===== src/rtl/datapath_controller.sv =====
// Control stage feeding the register-file/ALU datapath: decodes CR16-style words and sequences IDLE -> DECODE -> EXEC.
// Latency: 3 cycles per instruction (2 when DATAPATH_CTRL_BACK_TO_BACK_EN is defined, accepting the next word during EXEC).
// Backpressure: instr_ready is high only in IDLE (also EXEC with DATAPATH_CTRL_BACK_TO_BACK_EN); instr must stay stable until accepted.
module datapath_controller #(
  parameter int COUNT_WIDTH = 16
) (
  input  logic                   clk,
  input  logic                   reset,
  input  logic [15:0]            instr,
  input  logic                   instr_valid,
  output logic                   instr_ready,
  output logic [15:0]            regEnable,
  output logic [3:0]             a_select,
  output logic [3:0]             b_select,
  output logic                   use_imm,
  output logic [15:0]            immediate,
  output logic [7:0]             opCode,
  output logic                   illegal,
  output logic [COUNT_WIDTH-1:0] retired
);

  localparam logic [1:0] ST_IDLE   = 2'd0;
  localparam logic [1:0] ST_DECODE = 2'd1;
  localparam logic [1:0] ST_EXEC   = 2'd2;

  logic [1:0]             state_q, state_d;
  logic [15:0]            ir_q, ir_d;
  logic [15:0]            reg_enable_q, reg_enable_d;
  logic [3:0]             a_select_q, a_select_d;
  logic [3:0]             b_select_q, b_select_d;
  logic                   use_imm_q, use_imm_d;
  logic [15:0]            immediate_q, immediate_d;
  logic [7:0]             op_code_q, op_code_d;
  logic                   illegal_q, illegal_d;
  logic [COUNT_WIDTH-1:0] retired_q, retired_d;

  // Instruction fields of the captured word
  logic [3:0] ir_op, ir_rdest, ir_ext, ir_rsrc;
  logic [7:0] ir_imm8;
  assign ir_op    = ir_q[15:12];
  assign ir_rdest = ir_q[11:8];
  assign ir_ext   = ir_q[7:4];
  assign ir_rsrc  = ir_q[3:0];
  assign ir_imm8  = ir_q[7:0];

  logic [3:0]  dec_b_select;
  logic        dec_use_imm;
  logic [15:0] dec_immediate;
  logic [7:0]  dec_op_code;
  logic        dec_writes;
  logic        dec_illegal;

  // Decode the IR into datapath controls; R-form keeps the previous immediate
  always_comb begin
    dec_b_select  = ir_rdest;
    dec_use_imm   = 1'b1;
    dec_immediate = {{8{ir_imm8[7]}}, ir_imm8};
    dec_op_code   = {ir_op, 4'h0};
    dec_writes    = 1'b1;
    dec_illegal   = 1'b0;
    if (ir_op == 4'h0) begin
      dec_b_select  = ir_rsrc;
      dec_use_imm   = 1'b0;
      dec_immediate = immediate_q;
      dec_op_code   = {4'h0, ir_ext};
      // NOP and compare produce no register write
      if (ir_ext == 4'h0 || ir_ext == 4'hB) dec_writes = 1'b0;
    end else begin
      if (ir_op == 4'hF) dec_immediate = {ir_imm8, 8'h00};
      if (ir_op == 4'hB) dec_writes = 1'b0;
      if (ir_op == 4'h4) begin
        dec_writes  = 1'b0;
        dec_illegal = 1'b1;
      end
    end
  end

  // Handshake acceptance
  always_comb begin
`ifdef DATAPATH_CTRL_BACK_TO_BACK_EN
    instr_ready = ((state_q == ST_IDLE) || (state_q == ST_EXEC)) && !reset;
`else
    instr_ready = (state_q == ST_IDLE) && !reset;
`endif
  end

  // Next-state and output register computation; write enable and illegal live for one EXEC cycle
  always_comb begin
    state_d      = state_q;
    ir_d         = ir_q;
    reg_enable_d = 16'h0000;
    a_select_d   = a_select_q;
    b_select_d   = b_select_q;
    use_imm_d    = use_imm_q;
    immediate_d  = immediate_q;
    op_code_d    = op_code_q;
    illegal_d    = 1'b0;
    retired_d    = retired_q;
    case (state_q)
      ST_IDLE: begin
        if (instr_valid && instr_ready) begin
          ir_d    = instr;
          state_d = ST_DECODE;
        end
      end
      ST_DECODE: begin
        a_select_d   = ir_rdest;
        b_select_d   = dec_b_select;
        use_imm_d    = dec_use_imm;
        immediate_d  = dec_immediate;
        op_code_d    = dec_op_code;
        reg_enable_d = dec_writes ? (16'h0001 << ir_rdest) : 16'h0000;
        illegal_d    = dec_illegal;
        state_d      = ST_EXEC;
      end
      ST_EXEC: begin
        if (reg_enable_q != 16'h0000) retired_d = retired_q + COUNT_WIDTH'(1);
        state_d = ST_IDLE;
`ifdef DATAPATH_CTRL_BACK_TO_BACK_EN
        if (instr_valid && instr_ready) begin
          ir_d    = instr;
          state_d = ST_DECODE;
        end
`endif
      end
      default: state_d = ST_IDLE;
    endcase
  end

  // State and output registers, cleared asynchronously so a reset discards any in-flight write
  always_ff @(posedge clk or posedge reset) begin
    if (reset) begin
      state_q      <= ST_IDLE;
      ir_q         <= 16'h0000;
      reg_enable_q <= 16'h0000;
      a_select_q   <= 4'h0;
      b_select_q   <= 4'h0;
      use_imm_q    <= 1'b0;
      immediate_q  <= 16'h0000;
      op_code_q    <= 8'h00;
      illegal_q    <= 1'b0;
      retired_q    <= '0;
    end else begin
      state_q      <= state_d;
      ir_q         <= ir_d;
      reg_enable_q <= reg_enable_d;
      a_select_q   <= a_select_d;
      b_select_q   <= b_select_d;
      use_imm_q    <= use_imm_d;
      immediate_q  <= immediate_d;
      op_code_q    <= op_code_d;
      illegal_q    <= illegal_d;
      retired_q    <= retired_d;
    end
  end

  assign regEnable = reg_enable_q;
  assign a_select  = a_select_q;
  assign b_select  = b_select_q;
  assign use_imm   = use_imm_q;
  assign immediate = immediate_q;
  assign opCode    = op_code_q;
  assign illegal   = illegal_q;
  assign retired   = retired_q;

endmodule


===== config.mk =====
export PLATFORM = sky130hd
export DESIGN_NAME = datapath_controller
export DESIGN_NICKNAME = d
export VERILOG_FILES = /design/src/rtl/datapath_controller.sv
export SDC_FILE = /design/constraint.sdc
export NUM_CORES = 1
export LEC_CHECK = 0
export ABC_AREA = 0
export CORE_UTILIZATION = 52
export DETAILED_ROUTE_END_ITERATION = 8
export GPL_TIMING_DRIVEN = 0
export PLACE_DENSITY_LB_ADDON = 0.1
export SYNTH_ARGS = -nofsm -noshare
export SYNTH_HDL_FRONTEND = slang
export SYNTH_SLANG_ARGS = --single-unit

===== constraint.sdc =====
create_clock -name clk -period 4.9 [get_ports clk]
set_input_delay 0.735 -clock clk [delete_from_list [all_inputs] [get_ports clk]]
set_output_delay 0.735 -clock clk [all_outputs]
set_load 0.05 [all_outputs]

* Word level (Yosys, flattened, before mapping)
Cells that the tools add are included.
** Word-level totals
- Register bits :: 84
- Bits in latches :: 0
- Bits in writable memories :: 0
- ROM bits :: 0
- Input port bits :: 19
- Output and inout port bits :: 67
- Memories :: 0
** Operators by class
- Add/sub/neg operators :: 1
- Multipliers :: 0
- Divide/modulo/power cells :: 0
- $lt $le $gt $ge :: 0
- Eq/ne operators :: 7
- Shift operators :: 1
- Muxes and demuxes :: 15
- Bitwise operators :: 1
- Reduce and logical (&&, ||, !) cells :: 11
** Operator list (count)
- 16-bit 2-to-1 mux :: 2
- 16-bit by 1-bit adder with 16-bit output, second input constant :: 1
- 16-bit nonzero test :: 1
- 1-bit by 4-bit left shift with 16-bit output, first input constant :: 1
- 15-bit 2-to-1 mux :: 1
- 4-bit == test, second input constant :: 3
- 4-bit zero test :: 2
- 1-bit 2-to-1 mux :: 8
- 8-bit 2-to-1 mux :: 1
- 2-bit AND reduction :: 3
- 4-bit by 3-bit == test with 1-bit output, second input constant :: 1
- 4-bit 2-to-1 mux :: 1
- 2-bit one-hot mux with 2 select lines :: 1
- 2-bit by 1-bit == test with 1-bit output, second input constant :: 1
- 2-bit == test, second input constant :: 1
- 1-bit logical AND :: 2
- 2-bit zero test :: 1
- 2-bit 2-to-1 mux :: 1
- 2-bit by 1-bit inequality test with 1-bit output, second input constant :: 1
- 1-bit zero test :: 1
- 1-bit logical OR :: 1
- 1-bit NOT :: 1

* Longest topological paths before layout
- Depth in word-level cells :: 6
- Gate-level depth with buffers :: 7
- Depth with buffers taken out :: 5

* Least setup slack after synthesis
No wires, ideal clock.
- Path kind :: input to register
- From :: input reset
- To :: register ir_q[0]
- Library setup time :: 125 ps
- Arrival :: 2789 ps
- Data required time :: 4775 ps
- Setup slack :: 1986 ps
- Stages :: 5
- Cell sequence :: nor3_1 > and2_1 > buf_2 > buf_2 > mux2_2
** Between the ends
- Word-level cells in the longest chain between the ends :: 4
** Ends and longest elaborated chain
- start: declaration :: RTL line 8 : input logic reset,
- 1-bit zero test (no source line)
- 1-bit logical AND :: RTL line 83 : instr_ready = (state_q == ST_IDLE) && !reset;
- 1-bit logical AND :: RTL line 101 : if (instr_valid && instr_ready) begin
- 2-bit AND reduction (no source line)
- end signal: assignment :: RTL line 145 : ir_q <= ir_d;
- end: declaration :: RTL line 27 : logic [15:0] ir_q, ir_d;
Every way passes these cells.
A chain may end at the register's enable or synchronous reset.

* Worst setup path in the final report
- From :: input reset
- To :: output instr_ready
** Between the ends
- Word-level cells in the longest chain between the ends :: 2
** Ends and longest elaborated chain
- 1-bit zero test (no source line)
- 1-bit logical AND :: RTL line 83
- end: declaration :: RTL line 11 : output logic instr_ready,
Every way passes these cells.

==> flow_metrics.py <==
metrics = {
    "clocking": {
        "numClockSinks": 84,
        "cts-htree-levels": 3,
        "post_cts_buffers": 0,
        "cts_buffer_depth": 2,
        "clk_latency_ns": 0.35,
        "root_buffer": "clkbuf_8",
        "clkTransAtPathRegs_ns": 0.08,
        "hold_buffers": 0,
        "cts-buffers-inserted": 9,
        "cts_resized": 0,
        "cts_tree": "yes",
    },
    "detailed_routing": {
        "via_per_inst": 5.50,
        "antenna_left": 0,
        "wire_per_inst_um": 15.3,
        "dr.first_iter.drc_count": 125,
        "first_pass_iters": 6,
        "drc": 0,
        "wirelength_um": 7270,
        "vias": 2608,
    },
    "sta": {
        "skew_ns": 0.00820,
        "setup-violations-final": 0,
        "drv_slew": 0,
        "period_share": 0.636,
        "relSlewSlack": 0.320,
        "hold_ws_ns": 0.471,
        "hold_violations": 0,
        "fmax_ghz": 0.321,
        "worstMarginPinSlew_ns": 1.01,
        "finalCriticalPeriod_ns": 3.12,
        "rsz0062_at_grt": "no",
        "finalSetupTns_ns": 0,
    },
    "global_routing": {
        "grt_pass1_wl_um": 12300,
        "first_global_vias": 2534,
        "grt-ovfl-total": 0,
        "grt_usage": 0.228,
        "grt_max_degree": 52,
        "antenna_found_initial": 0,
    },
    "die": {
        "die_h_um": 83.0,
        "dieArea_um2": 6880,
        "die_x_um": 83.0,
        "ios": 86,
        "rows": 29,
        "start_util": 0.537,
        "core-area_um2": 6350,
    },
    "layout": {
        "final_core_util": 0.728,
        "multi_input_area_um2": 1240,
        "fillers": 462,
        "drive_above_1_share": 0.111,
        "nets": 412,
        "antenna_cells": 0,
        "regArea_um2": 2100,
        "area_growth_pct": 35.6,
    },
    "yosys": {
        "yosys.area_share.simple": 0.203,
        "yosys_warnings": 0,
        "synthMuxAreaShare": 0.0712,
        "synthAdderAreaFrac": 0.00367,
        "synth-xor-area-share": 0.0385,
        "yosysSeqAreaShare": 0.617,
        "synth_top_family_by_area": "simple AND/OR/NAND/NOR gates",
        "syn_inst": 295,
        "synth_compound_area_frac": 0.0477,
        "syn_avg_cell_area_um2": 11.6,
        "syn_area_um2": 3410,
        "synth_seq_cells": 84,
        "yosysUniqueCellTypes": 32,
        "syn_nets": 315,
    },
    "placement": {
        "place_hpwl_um": 5220,
        "gp_congestion": 0.838,
        "port_buffers": 85,
    },
    "setup_path": {
        "critPathMaxStageDelay_ns": 0.88,
        "crit_end": "instr_ready",
        "r2r_cells": 4,
        "path_max_fanout": 2,
        "critPathCaptureType": "primary output",
        "crit_chain": "clkdlybuf4s50_1, nor3_1, clkdlybuf4s50_1",
        "r2r_end": "immediate[11]",
        "reg2reg_from": "ir_q[14]",
        "slowest_stage": "clkdlybuf4s50_1",
        "crit_path_start": "reset",
        "path_class": "primary input to primary output",
        "critical_path_required_ns": 4.16,
        "worstPathArrival_ns": 2.38,
        "rrSetupSlack_ns": 2.93,
        "cp-start-kind": "primary input",
        "cp_common_cell": "clkdlybuf4s50_1",
    },
    "pwr": {
        "clock_power_share": 0.246,
        "switching_share": 0.384,
        "p_comb_frac": 0.347,
        "p_leak_nw": 2.06,
        "power.density_nw_per_um2": 497,
        "switchingPower_mw": 0.881,
        "power_frac_seq": 0.407,
        "internal_power_mw": 1.42,
        "irDropWorstVdd_uv": 383,
    },
    "run_status": {
        "status": "finished, final reports clean",
    },
    "flow_run": {
        "max_cap_viol_count": 0,
    },
    "worst_hold_path": {
        "worstHoldPathType": "register to register",
    },
}
[Yosys cell counts]
cell type  count  area (um2)
nand4b_1       1        8.76
o21ai_0        4        20.0
o21a_1         1        7.51
nand4_1       25         156
nand2_1       51         191
nand3_1       11        55.1
or3_1          1        6.26
nand2_2        1        6.26
buf_6          1        11.3
xor2_1         1        8.76
mux2i_1        4        40.0
ha_1           1        12.5
and4_1         3        26.3
nor4_4         1        21.3
nor2_1        21        78.8
nand2b_1       3        18.8
nor4_1         4        25.0
a22o_1         7        61.3
mux2_2        18         203
dfrtp_1       84        2100
xnor2_1       14         123
and3_1         3        18.8
a22oi_1        7        52.6
clkbuf_1       7        26.3
and2_1         6        37.5
nor3_1         3        15.0
a21oi_1        1        5.00
buf_2          3        15.0
a41oi_2        1        16.3
inv_1          2        7.51
nor2b_1        4        25.0
buf_4          1        7.51
[state kept, by name, summed over array words and instances, names as in the netlist]
name       flops
immediate     16
retired       16
opCode         8
b_select       4
state_q        2
a_select       4
ir_q          16
illegal        1
regEnable     16
use_imm        1
[final cells by class]
cell class / instances / share of cell area
Buffer: 12 / 0.0130
Clock buffer: 11 / 0.0328
Clock inverter: 5 / 0.0181
Inverter: 2 / 0.00217
Multi-Input combinational cell: 197 / 0.268
Sequential cell: 84 / 0.455
Tap cell: 77 / 0.0208
Timing Repair Buffer: 86 / 0.190
[cell usage in the layout, fill, tap and decap left out, drive strengths merged, types with 3 or more instances in the layout]
cell type,count
a22o,7
a22oi,7
and2,6
and3,3
and4,3
buf,6
clkbuf,18
clkdlybuf4s50,85
dfrtp,84
mux2,18
mux2i,4
nand2,52
nand2b,3
nand3,11
nand4,25
nor2,21
nor2b,4
nor3,3
nor4,5
o21ai,4
xnor2,14
[metal layers]
layer / GRT usage / vias to the layer above / part of all wire
met3: 0.0368 / 12 / 0.039
met4: 0.0956 / 0 / 0.016
li1: - / 1236 / -
met2: 0.378 / 68 / 0.48
met1: 0.300 / 1292 / 0.46
met5: 0 / - / 0
[power by group through the flow]
stage                     Clock [mW]  Sequential [mW]  Combinational [mW]
final                          0.564            0.935               0.797
after global routing           0.598            0.955               0.836
after CTS                      0.570            0.935               0.801
after detailed placement           0            0.946               0.799
after global placement             0            0.944               0.783
after floorplan                    0             1.27               0.191
[worst max-delay path, delay by kind of cell]
family,cells,cell delay (ns)
buffers and inverters,2,1.34
and+or+nand+nor,1,0.31
[through the flow]
step	total power [mW]	instances	cell area, um2	setup WS [ns]
finish	2.30	474	4620	1.78
global route	2.39	474	4620	1.72
CTS	2.31	474	4620	1.79
detailed placement	1.75	458	4390	1.80
global placement	1.73	457	4360	0.771
floorplan	1.46	295	3410	1.99
[worst min-delay path by stage]
stage,from,to,cells past startpoint
finish,retired[15],retired[15],1
global route,a_select[2],a_select[2],2
CTS,opCode[0],opCode[0],2
detailed placement,opCode[0],opCode[0],2
global placement,opCode[0],opCode[0],2
floorplan,ir_q[0],immediate[0],1
[cells by family after synthesis]
group / count (synthesis)
AND/OR/NAND/NOR: 138
flip-flops: 84
multiplexers: 22
AO/OA/AOI/OAI: 21
XOR/XNOR: 15
buffers and inverters: 14
adder cells (fa/ha/maj): 1
Power figures use the tool's default switching activity.
